[src/rtl/wb_gpio_irq_bank.sv]
// Wishbone-slave GPIO bank: per-pin output value, output enable, synchronised
// input, edge-detect status and routing of pending interrupts onto irq lines.
module wb_gpio_irq_bank #(
  parameter int unsigned NUM_IO      = 16,
  parameter logic [31:0] BASE_ADDR   = 32'h3000_0000,
  parameter int unsigned SYNC_STAGES = 2,
  parameter int unsigned NUM_IRQ     = 3
) (
  input  logic                 wb_clk_i,
  input  logic                 wb_rst_i,
  input  logic                 wbs_cyc_i,
  input  logic                 wbs_stb_i,
  input  logic                 wbs_we_i,
  input  logic [3:0]           wbs_sel_i,
  input  logic [31:0]          wbs_adr_i,
  input  logic [31:0]          wbs_dat_i,
  output logic                 wbs_ack_o,
  output logic [31:0]          wbs_dat_o,
  input  logic [NUM_IO-1:0]    io_in,
  output logic [NUM_IO-1:0]    io_out,
  output logic [NUM_IO-1:0]    io_oeb,
  output logic [NUM_IRQ-1:0]   irq
);

  localparam int unsigned RW = 2 * NUM_IO;

  logic [NUM_IO-1:0]  out_q, out_d;
  logic [NUM_IO-1:0]  oeb_q, oeb_d;
  logic [NUM_IO-1:0]  rise_en_q, rise_en_d;
  logic [NUM_IO-1:0]  fall_en_q, fall_en_d;
  logic [NUM_IO-1:0]  sts_q, sts_d;
  logic [RW-1:0]      route_q, route_d;
  logic [NUM_IO-1:0]  sync_q [SYNC_STAGES];
  logic [NUM_IO-1:0]  prev_q;
  logic               ack_q, ack_d;
  logic [31:0]        dat_q, dat_d;
  logic [NUM_IRQ-1:0] irq_q, irq_d;

  logic               req_c, acc_c;
  logic [31:0]        wmask_c, rdata_c;
  logic [NUM_IO-1:0]  sync_c, rise_c, fall_c, clr_c;

  assign req_c   = wbs_cyc_i & wbs_stb_i & (wbs_adr_i[31:8] == BASE_ADDR[31:8]);
  assign acc_c   = req_c & ~ack_q;
  assign wmask_c = {{8{wbs_sel_i[3]}}, {8{wbs_sel_i[2]}}, {8{wbs_sel_i[1]}}, {8{wbs_sel_i[0]}}};
  assign sync_c  = sync_q[SYNC_STAGES-1];
  assign rise_c  = sync_c & ~prev_q;
  assign fall_c  = ~sync_c & prev_q;

  // Read data mux over the register window
  always_comb begin
    rdata_c = '0;
    case (wbs_adr_i[7:0])
      8'h00:   rdata_c = 32'(out_q);
      8'h04:   rdata_c = 32'(oeb_q);
      8'h08:   rdata_c = 32'(sync_c);
      8'h0C:   rdata_c = 32'(rise_en_q);
      8'h10:   rdata_c = 32'(fall_en_q);
      8'h14:   rdata_c = 32'(sts_q);
      8'h18:   rdata_c = 32'(route_q);
      default: rdata_c = '0;
    endcase
  end

  // Next-state: register writes, W1C status, irq routing, bus handshake
  always_comb begin
    out_d     = out_q;
    oeb_d     = oeb_q;
    rise_en_d = rise_en_q;
    fall_en_d = fall_en_q;
    route_d   = route_q;
    clr_c     = '0;
    irq_d     = '0;
    if (acc_c && wbs_we_i) begin
      case (wbs_adr_i[7:0])
        8'h00: out_d = (out_q & ~wmask_c[NUM_IO-1:0]) | (wbs_dat_i[NUM_IO-1:0] & wmask_c[NUM_IO-1:0]);
        8'h04: oeb_d = (oeb_q & ~wmask_c[NUM_IO-1:0]) | (wbs_dat_i[NUM_IO-1:0] & wmask_c[NUM_IO-1:0]);
        8'h0C: rise_en_d = (rise_en_q & ~wmask_c[NUM_IO-1:0]) | (wbs_dat_i[NUM_IO-1:0] & wmask_c[NUM_IO-1:0]);
        8'h10: fall_en_d = (fall_en_q & ~wmask_c[NUM_IO-1:0]) | (wbs_dat_i[NUM_IO-1:0] & wmask_c[NUM_IO-1:0]);
        8'h14: clr_c = wbs_dat_i[NUM_IO-1:0] & wmask_c[NUM_IO-1:0];
        8'h18: route_d = (route_q & ~wmask_c[RW-1:0]) | (wbs_dat_i[RW-1:0] & wmask_c[RW-1:0]);
        default: ;
      endcase
    end
    // A fresh edge wins over a simultaneous clear
    sts_d = (rise_c & rise_en_q) | (fall_c & fall_en_q) | (sts_q & ~clr_c);
    for (int k = 0; k < int'(NUM_IRQ); k++) begin
      for (int i = 0; i < int'(NUM_IO); i++) begin
        if (sts_q[i] && (route_q[2*i +: 2] == 2'(k))) irq_d[k] = 1'b1;
      end
    end
    ack_d = acc_c;
    dat_d = (acc_c && !wbs_we_i) ? rdata_c : 32'h0;
  end

  // State registers, synchroniser chain and registered outputs
  always_ff @(posedge wb_clk_i or posedge wb_rst_i) begin
    if (wb_rst_i) begin
      out_q     <= '0;
      oeb_q     <= '1;
      rise_en_q <= '0;
      fall_en_q <= '0;
      sts_q     <= '0;
      route_q   <= '0;
      prev_q    <= '0;
      ack_q     <= 1'b0;
      dat_q     <= '0;
      irq_q     <= '0;
      for (int s = 0; s < int'(SYNC_STAGES); s++) sync_q[s] <= '0;
    end else begin
      out_q     <= out_d;
      oeb_q     <= oeb_d;
      rise_en_q <= rise_en_d;
      fall_en_q <= fall_en_d;
      sts_q     <= sts_d;
      route_q   <= route_d;
      prev_q    <= sync_c;
      ack_q     <= ack_d;
      dat_q     <= dat_d;
      irq_q     <= irq_d;
      sync_q[0] <= io_in;
      for (int s = 1; s < int'(SYNC_STAGES); s++) sync_q[s] <= sync_q[s-1];
    end
  end

  assign io_out    = out_q;
  assign io_oeb    = oeb_q;
  assign irq       = irq_q;
  assign wbs_ack_o = ack_q;
  assign wbs_dat_o = dat_q;

endmodule

[config.mk]
export PLATFORM = sky130hd
export DESIGN_NAME = wb_gpio_irq_bank
export DESIGN_NICKNAME = d
export VERILOG_FILES = /design/src/rtl/wb_gpio_irq_bank.sv
export SDC_FILE = /design/constraint.sdc
export NUM_CORES = 1
export LEC_CHECK = 0
export ABC_CLOCK_PERIOD_IN_PS = 11500
export BUFFER_PORTS_ARGS = -buffer_cell sky130_fd_sc_hd__buf_2
export CAP_MARGIN = 20
export CORE_ASPECT_RATIO = 1.2
export CORE_MARGIN = 4
export CORE_UTILIZATION = 50
export DETAILED_ROUTE_END_ITERATION = 10
export PLACE_DENSITY = 0.73
export SLEW_MARGIN = 0
export SYNTH_ARGS = -nofsm -noshare
export SYNTH_HDL_FRONTEND = slang
export SYNTH_SLANG_ARGS = --single-unit
[constraint.sdc]
create_clock -name wb_clk_i -period 11.5 [get_ports wb_clk_i]
set_input_delay 0.575 -clock wb_clk_i [delete_from_list [all_inputs] [get_ports wb_clk_i]]
set_output_delay 0.575 -clock wb_clk_i [all_outputs]
set_load 0.02 [all_outputs]
==> out/metrics.cfg <==
[sta]
fmax_mhz = 365
hold_viol = 0
skew_ns = 0.00770
drv_slew = 0
worst_pin_slew_ns = 1.13
period_minus_slack_ns = 2.74
post-route-period-util = 0.238
grt_setup_unrepaired = no
setup_viol = 0
hold_slack_ns = 0.236
slew_headroom = 0.246
fin_setup_tns_ns = 0

[clock_network]
cts.clk_slew.worst_paths_ns = 0.07
cts_buffers = 17
cts_resized = 0
clockRootBuffer = clkbuf_16
clkLatencyLatePin_ns = 0.44
clockBufferDepth = 2
cts_hold_buf = 0
cts.sinks = 196
htree_levels = 4
post-cts-setup-buffers = 0
cts_tree = yes

[critical_path]
regToRegSetupSlack_ns = 9.04
crit_type = input port to flop
arrival_ns = 3.08
r2r_cells = 5
worstSetupStartpointType = input port
cp_data_required_time_ns = 11.84
critPathMaxFanout = 16
r2r-end = wbs_dat_o[7]
r2r_start = wbs_ack_o
end_kind = flop

[routing]
routedWlPerCell_um = 22.7
wl_um = 22300
via_per_inst = 6.17
firstDrtPassIters = 6
vias = 6069
drtIter0Drc = 840
drc = 0
antenna_left = 0

[die]
die_x_um = 125
num_rows = 51
core_area_um2 = 16200
dieArea_um2 = 18600
start_util = 0.508
ios = 157
die_h_um = 149

[global_routing]
groute.usage.overall = 0.243
grt_max_degree = 125
grt_pass1_wl_um = 35100
gr-total-overflow = 0
grt_pass1_vias = 6387
antenna_found_initial = 2

[synthesis]
synth_ff_type = dfrtp_1
synth_edf_count = 0
synthCells = 600
synth_area_um2 = 8240
syn_area_per_cell_um2 = 13.7
yosys_warnings = 0
synth_fp_nets = 689
ys_ff_latch = 196
synth_seq_area_share = 0.598
synthArstFlopShare = 1.00
synth.distinct_cells = 35

[layout]
nets = 844
layout-drive-gt1-share = 0.417
syn_to_final_growth_pct = 19.4
fin_cells = 983

[hold_path]
hold_start = io_in[2]
min_path_cells = 1
holdPathEnd = sync_q[18]
hold_path.class = input port to flop

[placed_design]
gp_congestion = 0.861
dp.final_hpwl_um = 15200
dp.cells = 948
port_buffers = 156

[power]
power.density_nw_per_um2 = 136
power.leakage_uw = 0.00451
p_total_uw = 1340
vdd_ir_drop_max_uv = 101

[flow_run]
drv_cap = 0

[outcome]
status = complete, no violations

## area by class of cell
type                    count  area (um2)
diodes                      3        7.51
clock buffers              22         464
clock inverters            10         121
fillers                  1298        6380
inverters                   1        11.3
multi-input cells         377        3200
flip-flops and latches    196        4920
well taps                 212         265
repair buffers            162         833
## cells in the final DEF, fill, tap and decap left out, types with 3 or more instances in the layout
cell	Yosys	routed
dfrtp_1	180	180
buf_2	5	156
mux2_2	93	93
nand3b_1	42	42
nand2_1	33	33
a22oi_1	32	32
and2_1	23	23
clkbuf_16	0	17
a222oi_1	16	16
a31oi_1	16	16
nand3_1	16	16
o31ai_1	16	16
o211ai_1	16	16
nor3b_1	16	16
dfstp_2	16	16
nor4_4	14	14
nor4_1	9	9
nand4_1	9	9
o21ai_0	6	6
buf_4	0	5
diode_2	0	3
mux2_1	3	3
clkbuf_1	18	3
inv_6	0	3
## metrics by stage
stage | worst slack, ns | util | area [um2]
after floorplan | 5.61 | - | 8240
after global placement | 8.42 | 0.569 | 9220
after detailed placement | 8.34 | 0.570 | 9240
after CTS | 8.79 | 0.606 | 9820
after global routing | 8.64 | 0.607 | 9830
final | 8.76 | 0.607 | 9830
## Yosys cell counts, drive strengths merged, types with 2 or more instances
cell,instances,area [um2]
nand2,33,124
a222oi,16,160
mux2,96,1080
nand4,9,56.3
nor4bb,2,20.0
nand3,17,90.1
clkbuf,18,67.6
and2,25,156
or4,2,15.0
nand3b,42,315
dfstp,16,420
o31ai,16,120
nor4b,3,38.8
o21ai,6,30.0
o211ai,16,120
a22oi,32,240
a31oi,16,100
dfrtp,180,4500
nor3b,16,120
nor4,25,379
buf,8,43.8
## critical path, stage by stage
cell and delay [ns]:
buf_2 0.12, nor4_4 0.34, nand3_2 0.60, or4_1 1.10
a31oi_1 0.34
## cells by family (layout without fill, tap and decap cells)
group	count (synthesis)	in the layout	share of synthesized area
compound gates	103	103	0.0942
buf+inv	27	195	0.0140
flops	196	196	0.598
mux	96	96	0.131
other cells	0	3	0
simple gates	178	178	0.163
## per-layer routing
metal / wire [um] / track usage / part of all wire
met1: 8900 / 0.315 / 0.40
met2: 11000 / 0.394 / 0.49
met3: 1810 / 0.0600 / 0.081
met4: 634 / 0.105 / 0.028
met5: 0 / 0 / 0
## worst max path at each step
stage,cells past startpoint,slack [ns],startpoint,end
final,5,8.76,wbs_adr_i[23],wbs_dat_o[7]
after global routing,5,8.64,wbs_adr_i[23],wbs_dat_o[7]
after CTS,5,8.79,wbs_adr_i[23],wbs_dat_o[7]
after detailed placement,5,8.34,wbs_adr_i[23],wbs_dat_o[7]
after global placement,5,8.42,wbs_adr_i[23],wbs_dat_o[26]
after floorplan,1,5.61,wb_rst_i,asynchronous set/reset pin
## power by group
| part | total (uW) | leakage (uW) | switching (uW) | internal, uW |
|---|---|---|---|---|
| clock network | 593 | 0.000285 | 259 | 334 |
| registers | 704 | 0.00248 | 5.63 | 698 |
| logic | 43.9 | 0.00174 | 29.3 | 14.6 |
(Power assumes the default switching activity.)
